==> src/rtl/exception_pkg.sv <==
// Shared definitions for the MM-stage exception controller: sequencer states,
// CP0 cause codes and exception vector offsets.
package exception_pkg;

    typedef enum logic [1:0] {
        IDLE     = 2'd0,
        FLUSH    = 2'd1,
        WAIT_RDY = 2'd2
    } state_e;

    localparam logic [4:0] EXC_INT  = 5'h00;
    localparam logic [4:0] EXC_MOD  = 5'h01;
    localparam logic [4:0] EXC_TLBL = 5'h02;
    localparam logic [4:0] EXC_TLBS = 5'h03;
    localparam logic [4:0] EXC_ADEL = 5'h04;
    localparam logic [4:0] EXC_ADES = 5'h05;
    localparam logic [4:0] EXC_SYS  = 5'h08;
    localparam logic [4:0] EXC_BP   = 5'h09;
    localparam logic [4:0] EXC_RI   = 5'h0a;
    localparam logic [4:0] EXC_CPU  = 5'h0b;
    localparam logic [4:0] EXC_OV   = 5'h0c;

    localparam logic [31:0] VEC_REFILL    = 32'h0000_0000;
    localparam logic [31:0] VEC_GENERAL   = 32'h0000_0180;
    localparam logic [31:0] VEC_INTERRUPT = 32'h0000_0200;
    localparam logic [31:0] BOOT_BASE     = 32'hBFC0_0200;

endpackage

==> src/rtl/int_line_sync.sv <==
// One interrupt line: 2-flop synchroniser followed by either a level pass-through
// or a sticky rising-edge latch that software clears.
module int_line_sync (
    input  logic clk,
    input  logic rst_n,
    input  logic raw_i,
    input  logic edge_mode_i,
    input  logic clear_i,
    output logic pending_o
);

    logic sync1_q;
    logic sync2_q;
    logic prev_q;
    logic sticky_q;
    logic sticky_d;

    // A fresh edge outranks a clear arriving in the same cycle so no edge is lost.
    assign sticky_d = (sync2_q & ~prev_q) | (sticky_q & ~clear_i);

    always_ff @(posedge clk or negedge rst_n) begin
        if (!rst_n) begin
            sync1_q  <= 1'b0;
            sync2_q  <= 1'b0;
            prev_q   <= 1'b0;
            sticky_q <= 1'b0;
        end else begin
            sync1_q  <= raw_i;
            sync2_q  <= sync1_q;
            prev_q   <= sync2_q;
            sticky_q <= sticky_d;
        end
    end

    assign pending_o = edge_mode_i ? sticky_q : sync2_q;

endmodule

==> src/rtl/exception_ctrl.sv <==
// Registered exception/interrupt controller for the MM stage. Define
// EXCEPTION_CTRL_VECTORED_INT_EN to spread interrupts across per-line vectors.
module exception_ctrl
    import exception_pkg::*;
#(
    parameter int NUM_INT     = 8,
    parameter int VEC_SPACING = 32
) (
    input  logic               clk,
    input  logic               rst_n,
    input  logic [NUM_INT-1:0] int_raw,
    input  logic [NUM_INT-1:0] int_edge_mode,
    input  logic [NUM_INT-1:0] int_clear,
    input  logic [NUM_INT-1:0] int_mask,
    input  logic               allow_int,
    input  logic               is_real_inst,
    input  logic               exc_valid,
    input  logic [4:0]         exc_code,
    input  logic               exc_badv_we,
    input  logic [31:0]        exc_bad_vaddr,
    input  logic               exc_asid_we,
    input  logic [7:0]         exc_asid,
    input  logic               exc_tlb_refill,
    input  logic               eret,
    input  logic [31:0]        pc_value,
    input  logic               in_delayslot,
    input  logic [31:0]        epc_in,
    input  logic [19:0]        ebase_in,
    input  logic               boot_exp_vec,
    input  logic               special_int_vec,
    input  logic               exl_in,
    input  logic               redirect_ready,
    output logic               flush,
    output logic               cp0_wr_exp,
    output logic               cp0_clean_exl,
    output logic [4:0]         exp_code,
    output logic [31:0]        exp_epc,
    output logic [31:0]        exp_bad_vaddr,
    output logic               cp0_badv_we,
    output logic [7:0]         exp_asid,
    output logic               cp0_exp_asid_we,
    output logic               redirect_valid,
    output logic [31:0]        redirect_pc,
    output logic [NUM_INT-1:0] int_pending,
    output logic               busy
);

    localparam int VEC_SHIFT = $clog2(VEC_SPACING);

    logic [NUM_INT-1:0] maskedInt;
    logic               takeInt;
    logic               takeExc;
    logic               anyEvent;
    logic [4:0]         intIdx;
    logic [31:0]        baseAddr;
    logic [31:0]        vecOffset;
    logic [31:0]        targetPc_d;
    logic [31:0]        epc_d;

    state_e      state_q;
    logic        flush_q;
    logic        wrExp_q;
    logic        cleanExl_q;
    logic        badvWe_q;
    logic        asidWe_q;
    logic [4:0]  code_q;
    logic [31:0] epc_q;
    logic [31:0] badv_q;
    logic [7:0]  asid_q;
    logic        redirValid_q;
    logic [31:0] redirPc_q;

    for (genvar g = 0; g < NUM_INT; g++) begin : g_line
        int_line_sync u_sync (
            .clk         (clk),
            .rst_n       (rst_n),
            .raw_i       (int_raw[g]),
            .edge_mode_i (int_edge_mode[g]),
            .clear_i     (int_clear[g]),
            .pending_o   (int_pending[g])
        );
    end

    assign maskedInt = int_pending & int_mask;
    assign takeInt   = allow_int && is_real_inst && (|maskedInt);
    assign takeExc   = !takeInt && exc_valid;
    assign anyEvent  = takeInt || exc_valid || eret;

`ifdef EXCEPTION_CTRL_VECTORED_INT_EN
    // Later iterations overwrite earlier ones, so the highest set line wins.
    always_comb begin
        intIdx = '0;
        for (int i = 0; i < NUM_INT; i++) begin
            if (maskedInt[i]) intIdx = 5'(i);
        end
    end
`else
    assign intIdx = '0;
`endif

    assign vecOffset = {27'd0, intIdx} << VEC_SHIFT;
    assign baseAddr  = boot_exp_vec ? BOOT_BASE : {ebase_in, 12'h000};
    assign epc_d     = in_delayslot ? (pc_value - 32'd4) : pc_value;

    always_comb begin
        if (takeExc && exc_tlb_refill && !exl_in)
            targetPc_d = baseAddr + VEC_REFILL;
        else if (takeInt && special_int_vec)
            targetPc_d = baseAddr + VEC_INTERRUPT + vecOffset;
        else if (!takeInt && !exc_valid && eret)
            targetPc_d = epc_in;
        else
            targetPc_d = baseAddr + VEC_GENERAL;
    end

    // Sequencer: capture one event in IDLE, pulse CP0 writes for one cycle,
    // then hold the redirect until fetch takes it. New events are ignored meanwhile.
    always_ff @(posedge clk or negedge rst_n) begin
        if (!rst_n) begin
            state_q      <= IDLE;
            flush_q      <= 1'b0;
            wrExp_q      <= 1'b0;
            cleanExl_q   <= 1'b0;
            badvWe_q     <= 1'b0;
            asidWe_q     <= 1'b0;
            code_q       <= '0;
            epc_q        <= '0;
            badv_q       <= '0;
            asid_q       <= '0;
            redirValid_q <= 1'b0;
            redirPc_q    <= '0;
        end else begin
            case (state_q)
                IDLE: begin
                    if (anyEvent) begin
                        state_q      <= FLUSH;
                        flush_q      <= 1'b1;
                        redirValid_q <= 1'b1;
                        redirPc_q    <= targetPc_d;
                        epc_q        <= epc_d;
                        wrExp_q      <= takeInt || exc_valid;
                        cleanExl_q   <= !takeInt && !exc_valid;
                        code_q       <= takeExc ? exc_code : EXC_INT;
                        badvWe_q     <= takeExc && exc_badv_we;
                        asidWe_q     <= takeExc && exc_asid_we;
                        badv_q       <= takeExc ? exc_bad_vaddr : 32'd0;
                        asid_q       <= takeExc ? exc_asid : 8'd0;
                    end
                end
                FLUSH: begin
                    flush_q    <= 1'b0;
                    wrExp_q    <= 1'b0;
                    cleanExl_q <= 1'b0;
                    badvWe_q   <= 1'b0;
                    asidWe_q   <= 1'b0;
                    if (redirect_ready) begin
                        state_q      <= IDLE;
                        redirValid_q <= 1'b0;
                        redirPc_q    <= '0;
                        code_q       <= '0;
                        epc_q        <= '0;
                        badv_q       <= '0;
                        asid_q       <= '0;
                    end else begin
                        state_q <= WAIT_RDY;
                    end
                end
                WAIT_RDY: begin
                    if (redirect_ready) begin
                        state_q      <= IDLE;
                        redirValid_q <= 1'b0;
                        redirPc_q    <= '0;
                        code_q       <= '0;
                        epc_q        <= '0;
                        badv_q       <= '0;
                        asid_q       <= '0;
                    end
                end
                default: state_q <= IDLE;
            endcase
        end
    end

    assign flush           = flush_q;
    assign cp0_wr_exp      = wrExp_q;
    assign cp0_clean_exl   = cleanExl_q;
    assign exp_code        = code_q;
    assign exp_epc         = epc_q;
    assign exp_bad_vaddr   = badv_q;
    assign cp0_badv_we     = badvWe_q;
    assign exp_asid        = asid_q;
    assign cp0_exp_asid_we = asidWe_q;
    assign redirect_valid  = redirValid_q;
    assign redirect_pc     = redirPc_q;
    assign busy            = (state_q != IDLE);

endmodule

==> config.mk <==
export PLATFORM = sky130hd
export DESIGN_NAME = exception_ctrl
export DESIGN_NICKNAME = d
export VERILOG_FILES = /design/src/rtl/exception_pkg.sv /design/src/rtl/int_line_sync.sv /design/src/rtl/exception_ctrl.sv
export SDC_FILE = /design/constraint.sdc
export NUM_CORES = 1
export LEC_CHECK = 0
export ABC_AREA = 1
export ABC_CLOCK_PERIOD_IN_PS = 4770
export CAP_MARGIN = 20
export CORE_ASPECT_RATIO = 1.5
export CORE_MARGIN = 2
export CORE_UTILIZATION = 46
export DETAILED_ROUTE_END_ITERATION = 6
export HOLD_SLACK_MARGIN = 0.1
export PLACE_DENSITY = 0.83
export SETUP_SLACK_MARGIN = 0.3
export SLEW_MARGIN = 20
export SYNTH_ARGS = -nofsm -noshare
export SYNTH_HDL_FRONTEND = slang
export SYNTH_SLANG_ARGS = --single-unit
==> constraint.sdc <==
create_clock -name clk -period 4.77 [get_ports clk]
set_clock_uncertainty 0.2 [all_clocks]
set_input_delay 0.7155 -clock clk [delete_from_list [all_inputs] [get_ports clk]]
set_output_delay 0.7155 -clock clk [all_outputs]
set_load 0.01 [all_outputs]
==> After elaboration in Yosys (flattened, before gate mapping) <==
Cells that the tools add are included.
{ "word_totals": {"reg_bits": 149, "in_bits": 175, "wordCells": 162} }
{ "classes": {"addsub": 3, "n_eq_ne": 5, "mux": 45, "bitwise_logic": 41, "n_reduce_logical": 24} }
{ "ops": {"columns": ["cell", "count"], "rows": [
  ["2-to-1 mux 32 bit", 10],
  ["one-hot mux 32 bit (2 select lines)", 3],
  ["adder 32 x 10 -> 32 bit, second input constant", 1],
  ["adder 32 x 9 -> 32 bit, second input constant", 1],
  ["subtractor 32 x 3 -> 32 bit, second input constant", 1],
  ["2-to-1 mux 8 bit", 3],
  ["AND 1 bit", 16],
  ["inverter 1 bit", 16],
  ["one-hot mux 8 bit (2 select lines)", 1],
  ["2-to-1 mux 5 bit", 3],
  ["2-to-1 mux 1 bit", 14],
  ["one-hot mux 1 bit (2 select lines)", 6],
  ["logical AND 1 bit", 10],
  ["one-hot mux 5 bit (2 select lines)", 1],
  ["AND 8 bit", 1],
  ["bitwise OR 1 bit", 8],
  ["OR reduction 8 bit", 1],
  ["2-to-1 mux 2 bit", 3],
  ["one-hot mux 2 bit (3 select lines)", 1],
  ["nonzero test 2 bit", 3],
  ["inequality test 2 bit, second input constant", 2],
  ["AND reduction 2 bit", 2],
  ["logical NOT 1 bit", 3],
  ["AND reduction 3 bit", 1],
  ["other kinds (6)", 7]
]} }

==> Logic depth before layout (Yosys ltp) <==
Gate-level depths: netlist of the first run.
{ "depth": {"ltp_word": 12, "mapped_depth": 14, "mapped_depth_nobuf": 13} }

==> Cells and area by module <==
From an unflattened synthesis of the first run, not the netlist that was laid out.
{ "hier_totals": {"hier_cells": 887, "area_unflattened_um2": 6945.4} }
{ "by_module_without_submodules": {"columns": ["module", "instances", "cells_each", "area_each_um2"], "rows": [
  ["exception_ctrl", 1, 783, 5874.4],
  ["int_line_sync", 8, 13, 133.9]
]} }

==> Least setup slack after synthesis of the first run <==
Ideal clock, no wire load.
{ "synth_path": {"kind": "in2reg", "from": "in pc_value[2]", "to": "reg epc_q[30] (netlist: exp_epc[30])", "arrival_time_ps": 1872, "setup_slack_ps": 2581, "stages": 12, "cell_sequence": "inv_1 > ha_1 > nand2_1 > nor2_1 > nand2_1 > nor2_2 > nand2_1 > nor2_2 > nand4_1 > xnor2_1 > nand2_1 > nand2_1"} }
{ "synth_between": {"elab_chain_len": 4} }
{ "synth_rtl": {"columns": ["item", "line", "text"], "rows": [
  ["start: declaration", "exception_ctrl.sv:25", "input logic [31:0] pc_value,"],
  ["subtractor 32 x 3 -> 32 bit", "exception_ctrl.sv:103", "assign epc_d = in_delayslot ? (pc_value - 32'd4) : pc_value;"],
  ["2-to-1 mux 32 bit", "exception_ctrl.sv:103", null],
  ["2-to-1 mux 32 bit", "exception_ctrl.sv:135", "if (anyEvent) begin"],
  ["one-hot mux 32 bit (2 select lines)", "exception_ctrl.sv:133", "case (state_q)"],
  ["end signal: assignment", "exception_ctrl.sv:140", "epc_q <= epc_d;"],
  ["end: declaration", "exception_ctrl.sv:67", "logic [31:0] epc_q;"]
]} }
No other way between the ends. The select of a mux whose other input is x is not followed.
A chain may end at the register's enable or synchronous reset.

==> Worst setup path in the final report of the first run <==
{ "layout_path": {"from": "in int_edge_mode[5]", "to": "reg epc_q[2] (netlist: exp_epc[2])"} }
{ "layout_between": {"elab_chain_len": 8} }
{ "layout_rtl": {"columns": ["item", "line", "text"], "rows": [
  ["start: declaration", "exception_ctrl.sv:12", "input logic [NUM_INT-1:0] int_edge_mode,"],
  ["2-to-1 mux 1 bit", "int_line_sync.sv:35", "assign pending_o = edge_mode_i ? sticky_q : sync2_q;"],
  ["AND 8 bit", "exception_ctrl.sv:84", "assign maskedInt = int_pending & int_mask;"],
  ["OR reduction 8 bit", "exception_ctrl.sv:85", "assign takeInt = allow_int && is_real_inst && (|maskedInt);"],
  ["logical AND 1 bit", "exception_ctrl.sv:85", null],
  ["logical OR 1 bit (2 in a row)", "exception_ctrl.sv:87", "assign anyEvent = takeInt || exc_valid || eret;"],
  ["inequality test 2 bit (no source line)", null, null],
  ["AND reduction 3 bit (no source line)", null, null]
]} }
No other way between the ends.

==> summary.md, run 1 <==
| Metric | Value |
|---|---|
| Outcome | complete, no violations |
| CTS tree | done |
| PortBufs | 298 |
| Worst Setup SP | int_edge_mode[5] |
| Seq cells post-synth | 149 |
| Final core occ | 70.6% |
| Clock transition at path regs | 70 ps |
| H-Tree Depth | 4 |
| CP endpoint kind | flip-flop |
| Reg2reg start | g_line[5].u_sync.sticky_q |
| Syn Nets | 998 |
| Largest net degree at the start of global routing | 78 |
| Setup_tns | 0 ps |
| First-pass GRT wire length | 33.2 mm |
| Filler cell count | 1198 |
| DRT iter0 DRCs | 252 |
| Count of pins over their slew limit | 0 |
| Most used cell along the critical path | nand2_1 |
| Required @ worst endpoint | 4890 ps |
| Slew of the pin with the lowest slew margin | 726 ps |
| Mapped Cells | 819 |
| Worst path depth | 12 |
| Hold slack | 115 ps |
| Final #Nets | 1283 |
| Final setup vio count | 0 |
| Adder-cell share of the synthesized area | 0.718% |
| Most frequent cells in the layout | nand2_1, clkdlybuf4s50_1, dfrtp_1, o21ai_0, nor2_1 |
| Post-CTS Setup Inserts | 0 |
| Period Utilization, post-route | 63.0% |
| Leak | 4.87 nW |
| Xor/xnor share of the synthesized area | 3.27% |
| RSZ-0062 raised after global routing | false |
| Asr flop ratio synth | 100% |
| HP Class | in -> async |
| CP max FO | 64 |
| CP max-delay cell | nand2_4 |
| Final min period | 3010 ps |
| Leading cell type in the layout, fill and taps excluded | nand2_1 |
| Root Driver | clkbuf_16 |
| Crit-path cells | clkdlybuf4s50_1 > nand2_1 > nand3_1 > nand2_1 > nor2_1 > nand2_2 > nand2_4 > nand4_4 > nand2_4 > buf_4 > nand2_1 > o21ai_0 |
| Skew-Pair Late Insertion Delay | 410 ps |
| Worst r2r path cells | 12 |
| Max clock buf depth | 2 |
| Compound-Gate Fraction of Synth Area | 9.33% |
| Total track usage | 26.5% |
| Die Height | 155 um |
| WP data arrival | 3130 ps |
| FP Rows | 55 |
| Share of the yosys chip area belonging to registers | 53.5% |
| Vias in the first global route | 6463 |
| Vias | 6428 |
| Layout cells sized above 1 | 8.50% |
| Peak VDD IR | 0.414 mV |
| Max incr delay on CP | 540 ps |
| Critical path's top delay family | simple AND/OR/NAND/NOR gates |
| Routed len/inst | 16.1 um |
| Hold-fix buffers, CTS | 0 |
| Die area | 16200 sq um |
| Maxcap violations | 0 |
| Final RePlAce weighted congestion | 0.956 |
| Share of synthesized area spent on multiplexers | 0% |
| Antenna-violating nets left | 0 |
| Area of the core | 14900 sq um |
| Setup CP Type | in -> reg |
| P per Cell Area | 556 nW/um^2 |
| Total global routing overflow | 0 |
| Cell variety after synth | 31 |
| Fmax | 333 MHz |
| Max-slew headroom | 51.6% |
| Die Wd | 105 um |
| Boundary pin count | 299 |
| Vias per inst | 4.88 |
| Setup crit end | exp_epc[2] |
| Post-synth EDFFs | 0 |
| Routed WL | 21.1 mm |
| Post-Synth Simple-Gate Area | 26.0% |
| Synth Warn # | 0 |
| CTS resizes | 0 |
| Final hold violation count | 0 |
| DRC errors left | 0 |
| Initial antenna violation count | 0 |
| CTS Buf Count | 17 |
| Synthesized area | 6970 sq um |
| Critical R2R Capture | exp_epc[2] |
| Largest family of logic cells by synthesized area | simple AND/OR/NAND/NOR gates |
| Ys flop type | dfrtp_1 |
| WP buf/inv | 2 |
| Worst setup SP type | input pin |
| Post-DP HPWL | 15.9 mm |
| R2r setup slk | 2130 ps |
| Syn-to-layout area delta | 51.2% |
| Initial Util | 46.7% |
| Avg Cell Area, Syn | 8.52 sq um |
| Clock sink total | 149 |
| Number of diodes | 0 |
| 1st-pass router iterations | 5 |
report_power, final:
group	total (mW)	internal (mW)	leakage [nW]	switching, mW
clock	1.31	0.747	0.285	0.561
combinational	2.61	1.18	2.67	1.43
sequential	1.95	1.71	1.92	0.245
total	5.87	3.64	4.87	2.23
cell type report:
cell class	instances	area, sq um	area share [%]
Clock buffer	18	439	4.16
Clock inverter	14	138	1.30
Sequential cell	149	3730	35.4
Tap cell	199	249	2.36
Inverter	53	199	1.89
Timing Repair Buffer	305	3040	28.8
Multi-Input combinational cell	578	2760	26.1
flip-flops by register name, summed over array words and instances, names as in the netlist, 2 cells and up:
register                flops
state_q                     2
g_line.u_sync.sticky_q      8
g_line.u_sync.sync2_q       8
g_line.u_sync.prev_q        8
redirect_pc                32
exp_asid                    8
g_line.u_sync.sync1_q       8
exp_epc                    32
exp_bad_vaddr              32
exp_code                    5
per-layer routing:
layer	vias up	track usage, %	routed length [um]
li1	3137	-	-
met1	2986	29.6	7770
met2	241	46.4	11000
met3	64	7.16	1400
met4	0	13.1	984
met5	-	0	0
kinds of logic after synthesis:
kind of cell             after synthesis
AO/OA/AOI/OAI                        104
XOR/XNOR                              26
adder cells (fa/ha/maj)                4
buffers and inverters                 92
flip-flops                           149
AND/OR/NAND/NOR                      444
worst min-delay path by stage:
stage / start / end / slack [ps] / cells after the start
after floorplan: g_line[0].u_sync.sync1_q / g_line[0].u_sync.sync2_q / 130 / 0
after CTS: rst_n / exp_epc[20] / 150 / 1
after detailed placement: g_line[2].u_sync.sync1_q / g_line[2].u_sync.sync2_q / 130 / 0
after global placement: g_line[7].u_sync.sync1_q / g_line[7].u_sync.sync2_q / 130 / 0
final: rst_n / redirect_pc[0] / 110 / 1
after global routing: g_line[1].u_sync.sync1_q / g_line[1].u_sync.sync2_q / 150 / 0
synthesized netlist by cell type (9+ instances only):
| master | instances | share of area, % |
|---|---|---|
| nor2_1 | 56 | 3.0 |
| nand3_1 | 20 | 1.4 |
| dfrtp_1 | 149 | 53 |
| buf_2 | 9 | 0.65 |
| nand2_1 | 330 | 18 |
| o21ai_0 | 58 | 4.2 |
| buf_4 | 9 | 0.97 |
| o21ai_2 | 31 | 3.9 |
| inv_1 | 46 | 2.5 |
| buf_6 | 13 | 2.1 |
| xor2_1 | 13 | 1.6 |
| xnor2_1 | 13 | 1.6 |
stage by stage:
| stage | setup WS, ps | cells | area [sq um] | total power, mW |
|---|---|---|---|---|
| final | 1760 | 1316 | 10500 | 5.87 |
| after global routing | 1550 | 1316 | 10500 | 6.23 |
| after CTS | 1780 | 1316 | 10500 | 5.93 |
| after detailed placement | 1340 | 1284 | 9970 | 4.59 |
| after global placement | 1420 | 1284 | 9970 | 4.53 |
| after floorplan | 2580 | 819 | 6970 | 3.40 |
No activity file was read; power rests on OpenSTA's default activity.
==> run 2, diff against run 1 <==
--- a/config.mk
+++ b/config.mk
@@ -6,14 +6,14 @@
 export NUM_CORES = 1
 export LEC_CHECK = 0
 export ABC_AREA = 1
-export ABC_CLOCK_PERIOD_IN_PS = 4770
+export ABC_CLOCK_PERIOD_IN_PS = 2800
 export CAP_MARGIN = 20
 export CORE_ASPECT_RATIO = 1.5
 export CORE_MARGIN = 2
-export CORE_UTILIZATION = 46
+export CORE_UTILIZATION = 43
 export DETAILED_ROUTE_END_ITERATION = 6
 export HOLD_SLACK_MARGIN = 0.1
-export PLACE_DENSITY = 0.83
+export PLACE_DENSITY = 0.78
 export SETUP_SLACK_MARGIN = 0.3
 export SLEW_MARGIN = 20
 export SYNTH_ARGS = -nofsm -noshare
==> constraint.sdc (replaced) <==
create_clock -name clk -period 2.8 [get_ports clk]
set_clock_uncertainty 0.2 [all_clocks]
set_input_delay 0.42 -clock clk [delete_from_list [all_inputs] [get_ports clk]]
set_output_delay 0.42 -clock clk [all_outputs]
set_load 0.01 [all_outputs]
==> summary.md, run 2 (synthesis results as in run 1) <==
| Metric | Value |
|---|---|
| DRC errors left | 0 (unchanged) |
| Critical R2R Capture | redirect_pc[10] (was exp_epc[2]) |
| Sequential cell area | 3730 sq um (unchanged) |
| Leading cell type in the layout, fill and taps excluded | nand2_1 (unchanged) |
| Crit-path cells | clkdlybuf4s50_1 > inv_1 > nand2_1 > and2_1 > clkdlybuf4s50_1 (was clkdlybuf4s50_1 > nand2_1 > nand3_1 > nand2_1 > nor2_1 > nand2_2 > nand2_4 > nand4_4 > nand2_4 > buf_4 > nand2_1 > o21ai_0) |
| Area of the core | 16000 sq um (was 14900 sq um) |
| Worst setup SP type | input pin (unchanged) |
| Maxcap violations | 0 (unchanged) |
| H-Tree Depth | 4 (unchanged) |
| Final hold violation count | 0 (unchanged) |
| P per Cell Area | 972 nW/um^2 (was 556 nW/um^2) |
| Vias | 6421 (was 6428) |
| Final min period | 2340 ps |
| Syn-to-layout area delta | 55.6% (was 51.2%) |
| Final core occ | 67.6% (was 70.6%) |
| Peak VDD IR | 0.457 mV (was 0.414 mV) |
| Total track usage | 25.8% (was 26.5%) |
| Die area | 17300 sq um (was 16200 sq um) |
| Layout cells sized above 1 | 9.54% (was 8.50%) |
| Die Wd | 108 um (was 105 um) |
| Max-slew headroom | 63.9% (was 51.6%) |
| Worst Setup SP | int_edge_mode[2] (was int_edge_mode[5]) |
| Tot Pwr | 10.5 mW (was 5.87 mW) |
| 1st-pass router iterations | 4 (was 5) |
| WP data arrival | 1720 ps (was 3130 ps) |
| Clock transition at path regs | 60 ps (was 70 ps) |
| Setup CP Type | in -> out (was in -> reg) |
| Initial Util | 43.5% (was 46.7%) |
| Final RePlAce weighted congestion | 0.917 (was 0.956) |
| Fmax | 427 MHz |
| HP Class | reg -> reg (was in -> async) |
| Skew-Pair Late Insertion Delay | 420 ps (was 410 ps) |
| FP Rows | 57 (was 55) |
| Total global routing overflow | 0 (unchanged) |
| Hold Path Cell Cnt | 0 |
| Routed len/inst | 16.0 um (was 16.1 um) |
| Most used cell along the critical path | clkdlybuf4s50_1 (was nand2_1) |
| Outcome | complete, no violations (unchanged) |
| Die Height | 160 um (was 155 um) |
| CTS Buf Count | 17 (unchanged) |
| Setup crit end | int_pending[2] (was exp_epc[2]) |
| Area occupied by multi-input gates | 2760 sq um (about the same) |
| Clock sink total | 149 (unchanged) |
| CTS tree | done (unchanged) |
| Max clock buf depth | 2 (unchanged) |
| Period Utilization, post-route | 83.7% |
| CP endpoint kind | output port (was flip-flop) |
| Required @ worst endpoint | 2180 ps (was 4890 ps) |
| R2r setup slk | 580 ps (was 2130 ps) |
| Count of pins over their slew limit | 0 (unchanged) |
| Worst r2r path cells | 12 (unchanged) |
| Setup_tns | 0 ps (unchanged) |
| Post-DP HPWL | 16.2 mm (was 15.9 mm) |
| CP max-delay cell | clkdlybuf4s50_1 (was nand2_4) |
| Slew of the pin with the lowest slew margin | 541 ps (was 726 ps) |
| Most frequent cells in the layout | nand2_1, clkdlybuf4s50_1, dfrtp_1, o21ai_0, nor2_1 (unchanged) |
| Final setup vio count | 0 (unchanged) |
| Antenna-violating nets left | 0 (unchanged) |
| RSZ-0062 raised after global routing | false (unchanged) |
| Max incr delay on CP | 540 ps (about the same) |
| First-pass GRT wire length | 34.1 mm (was 33.2 mm) |
| Routed WL | 21.4 mm (was 21.1 mm) |
| Leak | 5.02 nW (was 4.87 nW) |
| Boundary pin count | 299 (unchanged) |
| Final #Nets | 1299 (was 1283) |
| DRT iter0 DRCs | 319 (was 252) |
| Reg2reg start | g_line[5].u_sync.sync2_q (was g_line[5].u_sync.sticky_q) |
| Filler cell count | 1335 (was 1198) |
| CP max FO | 2 (was 64) |
| Largest net degree at the start of global routing | 67 (was 78) |
| Vias per inst | 4.80 (was 4.88) |
| Root Driver | clkbuf_16 (unchanged) |
| Vias in the first global route | 6625 (was 6463) |
| PortBufs | 298 (unchanged) |
| Initial antenna violation count | 1 (was 0) |
-- run 2: repair_timing --
item / in CTS / in global routing
endpoints found under the hold margin: 52 / 0
endpoints found under the setup margin: 0 / 6
gates resized for setup: 0 / 2
setup buffers: 0 / 0
hold buffers: 1 / 0
-- run 2: how the worst min path moves through the flow --
stage	start	end	slack, ps
finish	g_line[0].u_sync.sync1_q	g_line[0].u_sync.sync2_q	150
global placement	g_line[1].u_sync.sync1_q	g_line[1].u_sync.sync2_q	130
global route	g_line[7].u_sync.sync1_q	g_line[7].u_sync.sync2_q	150
CTS	g_line[0].u_sync.sync1_q	g_line[0].u_sync.sync2_q	150
floorplan	rst_n	cp0_badv_we	-80
detailed placement	g_line[0].u_sync.sync1_q	g_line[0].u_sync.sync2_q	140
-- run 2: per-stage QoR --
stage	setup slack, ps	area, sq um	hold WS [ps]	instances
finish	456	10800	150	1339
global route	336	10800	155	1339
CTS	325	10800	149	1338
detailed placement	64.6	10200	136	1306
global placement	96.6	10200	133	1306
floorplan	907	6970	-75.6	819
-- run 2: worst max-delay path, delay by kind of cell --
family,cells,cell delay (ps)
buffers and inverters,3,1070
AND/OR/NAND/NOR,2,230
-- run 2: metal layers --
metal	wire, um	track usage, %	share of wire (%)
met4	940	11.9	4.4
met1	7900	28.9	37
met3	1360	6.73	6.3
met5	0	0	0
met2	11200	45.0	52
-- run 2: power by group --
part,internal [mW],switching [mW]
logic,2.40,2.52
clock network,1.42,0.913
registers,2.91,0.391
total,6.73,3.82
-- run 2: layout make-up --
cell class,instances,area share [%]
Inverter,53,1.83
Timing Repair Buffer,321,30.4
Sequential cell,149,34.4
Clock inverter,12,1.44
Antenna cell,1,0.0231
Multi-Input combinational cell,578,25.5
Tap cell,206,2.38
Clock buffer,19,4.08
==> run 3, diff against run 2 <==
--- a/config.mk
+++ b/config.mk
@@ -6,7 +6,7 @@
 export NUM_CORES = 1
 export LEC_CHECK = 0
 export ABC_AREA = 1
-export ABC_CLOCK_PERIOD_IN_PS = 2800
+export ABC_CLOCK_PERIOD_IN_PS = 2200
 export CAP_MARGIN = 20
 export CORE_ASPECT_RATIO = 1.5
 export CORE_MARGIN = 2
==> constraint.sdc (replaced) <==
create_clock -name clk -period 2.2 [get_ports clk]
set_clock_uncertainty 0.2 [all_clocks]
set_input_delay 0.33 -clock clk [delete_from_list [all_inputs] [get_ports clk]]
set_output_delay 0.33 -clock clk [all_outputs]
set_load 0.01 [all_outputs]
==> summary.md, run 3 (synthesis results as in run 1) <==
| Metric | Value |
|---|---|
| Worst setup SP type | flip-flop (was input pin) |
| Hold slack | 157 ps (was 150 ps) |
| Fmax | 456 MHz |
| Max-slew headroom | 65.1% (was 63.9%) |
| Boundary pin count | 299 (unchanged) |
| Setup CP Type | reg -> reg (was in -> out) |
| Met1 Use GR | 29.1% (was 28.9%) |
| Vias | 7272 (was 6421) |
| RSZ-0062 raised after global routing | true (was false) |
| Setup_tns | 0 ps (unchanged) |
| Final #Nets | 1410 (was 1299) |
| Vias in the first global route | 7499 (was 6625) |
| Largest net degree at the start of global routing | 45 (was 67) |
| Syn-to-layout area delta | 78.8% (was 55.6%) |
| Slew of the pin with the lowest slew margin | 522 ps (was 541 ps) |
| Area of the core | 16000 sq um (unchanged) |
| First-pass GRT wire length | 38.0 mm (was 34.1 mm) |
| DRC errors left | 0 (unchanged) |
| Root Driver | clkbuf_16 (unchanged) |
| Die Wd | 108 um (unchanged) |
| Skew-Pair Late Insertion Delay | 410 ps (was 420 ps) |
| Period Utilization, post-route | 99.7% |
| Most frequent cells in the layout | nand2_1, clkdlybuf4s50_1, dfrtp_1, buf_4, nor2_1 (was nand2_1, clkdlybuf4s50_1, dfrtp_1, o21ai_0, nor2_1) |
| Layout cells sized above 1 | 25.0% (was 9.54%) |
| Total track usage | 28.8% (was 25.8%) |
| Outcome | complete, no violations (unchanged) |
| WP data arrival | 2290 ps (was 1720 ps) |
| Final min period | 2190 ps |
| CP max FO | 4 (was 2) |
| Comb power frac | 51.6% (was 46.6%) |
| Vias per inst | 5.02 (was 4.80) |
| H-Tree Depth | 4 (unchanged) |
| Maxcap violations | 0 (unchanged) |
| Initial Util | 43.5% (unchanged) |
| GR Util met2 | 53.4% (was 45.0%) |
| Hold EP | g_line[3].u_sync.sync2_q (was g_line[0].u_sync.sync2_q) |
| R2r setup slk | 6 ps (was 580 ps) |
| Worst r2r path cells | 14 (was 12) |
| FP Rows | 57 (unchanged) |
| DRT iter0 DRCs | 367 (was 319) |
| PortBufs | 298 (unchanged) |
| HP Class | reg -> reg (unchanged) |
| 1st-pass router iterations | 5 (was 4) |
| CP endpoint kind | flip-flop (was output port) |
| Psw | 5.52 mW (was 3.82 mW) |
| Final hold violation count | 0 (unchanged) |
| Peak VDD IR | 0.685 mV (was 0.457 mV) |
| Post-DP HPWL | 16.9 mm (was 16.2 mm) |
| Initial antenna violation count | 2 (was 1) |
| Die Height | 160 um (unchanged) |
| Sw Ratio | 37.3% (was 36.2%) |
| Die area | 17300 sq um (unchanged) |
| Clock sink total | 149 (unchanged) |
| Clock transition at path regs | 60 ps (about the same) |
| Total global routing overflow | 0 (unchanged) |
| Antenna-violating nets left | 0 (unchanged) |
| Max clock buf depth | 2 (unchanged) |
| Reg2reg start | g_line[4].u_sync.sticky_q (was g_line[5].u_sync.sync2_q) |
| Final setup vio count | 0 (unchanged) |
| Cell Int Power | 9.30 mW (was 6.73 mW) |
| Hold Path Cell Cnt | 0 (unchanged) |
| Count of pins over their slew limit | 0 (unchanged) |
| Filler cell count | 1047 (was 1335) |
| CTS tree | done (unchanged) |
| GR peak layer | met2 (unchanged) |
| P per Cell Area | 1190 nW/um^2 (was 972 nW/um^2) |
| Worst Setup SP | g_line[4].u_sync.sticky_q (was int_edge_mode[2]) |
| Routed len/inst | 18.3 um (was 16.0 um) |
| Critical hold path startpoint | g_line[3].u_sync.sync1_q (was g_line[0].u_sync.sync1_q) |
| Leading cell type in the layout, fill and taps excluded | nand2_1 (unchanged) |
| Leak | 6.15 nW (was 5.02 nW) |
| Met3 Resource Use GR | 7.63% (was 6.73%) |
| Required @ worst endpoint | 2290 ps (was 2180 ps) |
| CTS Buf Count | 17 (unchanged) |
| Sequential Power Share | 28.5% (was 31.3%) |
| Power share of the clock group | 19.9% (was 22.1%) |
| Final RePlAce weighted congestion | 0.918 (was 0.917) |
| Critical R2R Capture | redirect_pc[9] (was redirect_pc[10]) |
| Routed WL | 26.5 mm (was 21.4 mm) |
==> run 3: changes by cell type in the layout (fill, tap and decap cells not counted), moves of 13 or more <==
| cell | delta |
|---|---|
| inv_1 | -13 |
| nand2_2 | +32 |
| nand2_4 | +14 |
| buf_4 | +65 |
| o21ai_2 | +16 |
| o21ai_1 | +20 |
| buf_6 | +24 |
| dlymetal6s2s_1 | +23 |
| nand2_1 | -46 |
| o21ai_0 | -38 |
| clkdlybuf4s50_1 | -34 |
==> run 3: layout make-up <==
class	instances	area (sq um)	share of cell area [%]
multi-input combinational	579	3130	25.1
clock buffer	19	433	3.47
inverter	53	201	1.62
timing repair buffer	431	4570	36.6
clock inverter	11	153	1.22
antenna	2	5.00	0.0401
sequential	149	3730	29.9
tap	206	258	2.07
==> run 3: worst max path at each step <==
| stage | to | cells past startpoint |
|---|---|---|
| global placement | exp_epc[30] | 13 |
| floorplan | exp_asid[6] | 12 |
| global route | cp0_exp_asid_we | 13 |
| CTS | busy | 4 |
| finish | redirect_pc[9] | 14 |
| detailed placement | redirect_pc[0] | 12 |
==> run 3: power groups by stage <==
stage	clock, mW	sequential (mW)	combinational, mW
after CTS	2.99	4.20	7.07
final	2.95	4.22	7.65
after global routing	3.11	4.32	8.18
after detailed placement	0	4.22	6.30
after floorplan	0	4.61	2.77
after global placement	0	4.19	6.20
==> run 3: timing repair <==
action,in CTS,in global routing
endpoints found under the setup margin,133,150
hold endpoints to repair,149,0
hold buffers,1,0
resized for setup,82,158
cloned,9,6
pin swaps,15,48
setup buffers,26,8
==> run 3: layer usage <==
metal / up-vias / part of all wire, %
met3: 76 / 6.4
met4: 0 / 4.5
met5: - / 0
li1: 3400 / -
met1: 3500 / 34
met2: 296 / 55
==> run 3: metrics by stage <==
step	worst slack, ps	utilization, %	area [sq um]	total power, mW	std cells
3_5_place_dp	-417	66.7	10700	10.5	1368
4_1_cts	139	74.1	11900	14.3	1434
2_1_floorplan	370	-	6970	7.37	819
3_3_place_gp	-313	66.7	10700	10.4	1368
6_report	6.01	77.7	12500	14.8	1450
5_1_grt	-78.8	77.7	12500	15.6	1450
==> run 3: worst max-delay path, cell delays in order, from the launching register on <==
cell and delay, ps:
dfrtp_1 390, inv_2 70, nand2_1 60, nand3_1 80
nand2_1 90, nor2_4 100, nand2_2 110, nand2_4 130
buf_6 110, buf_6 100, nand4_1 220, nor2_1 200
nor2_1 70, nand2_2 70, nand2_1 50
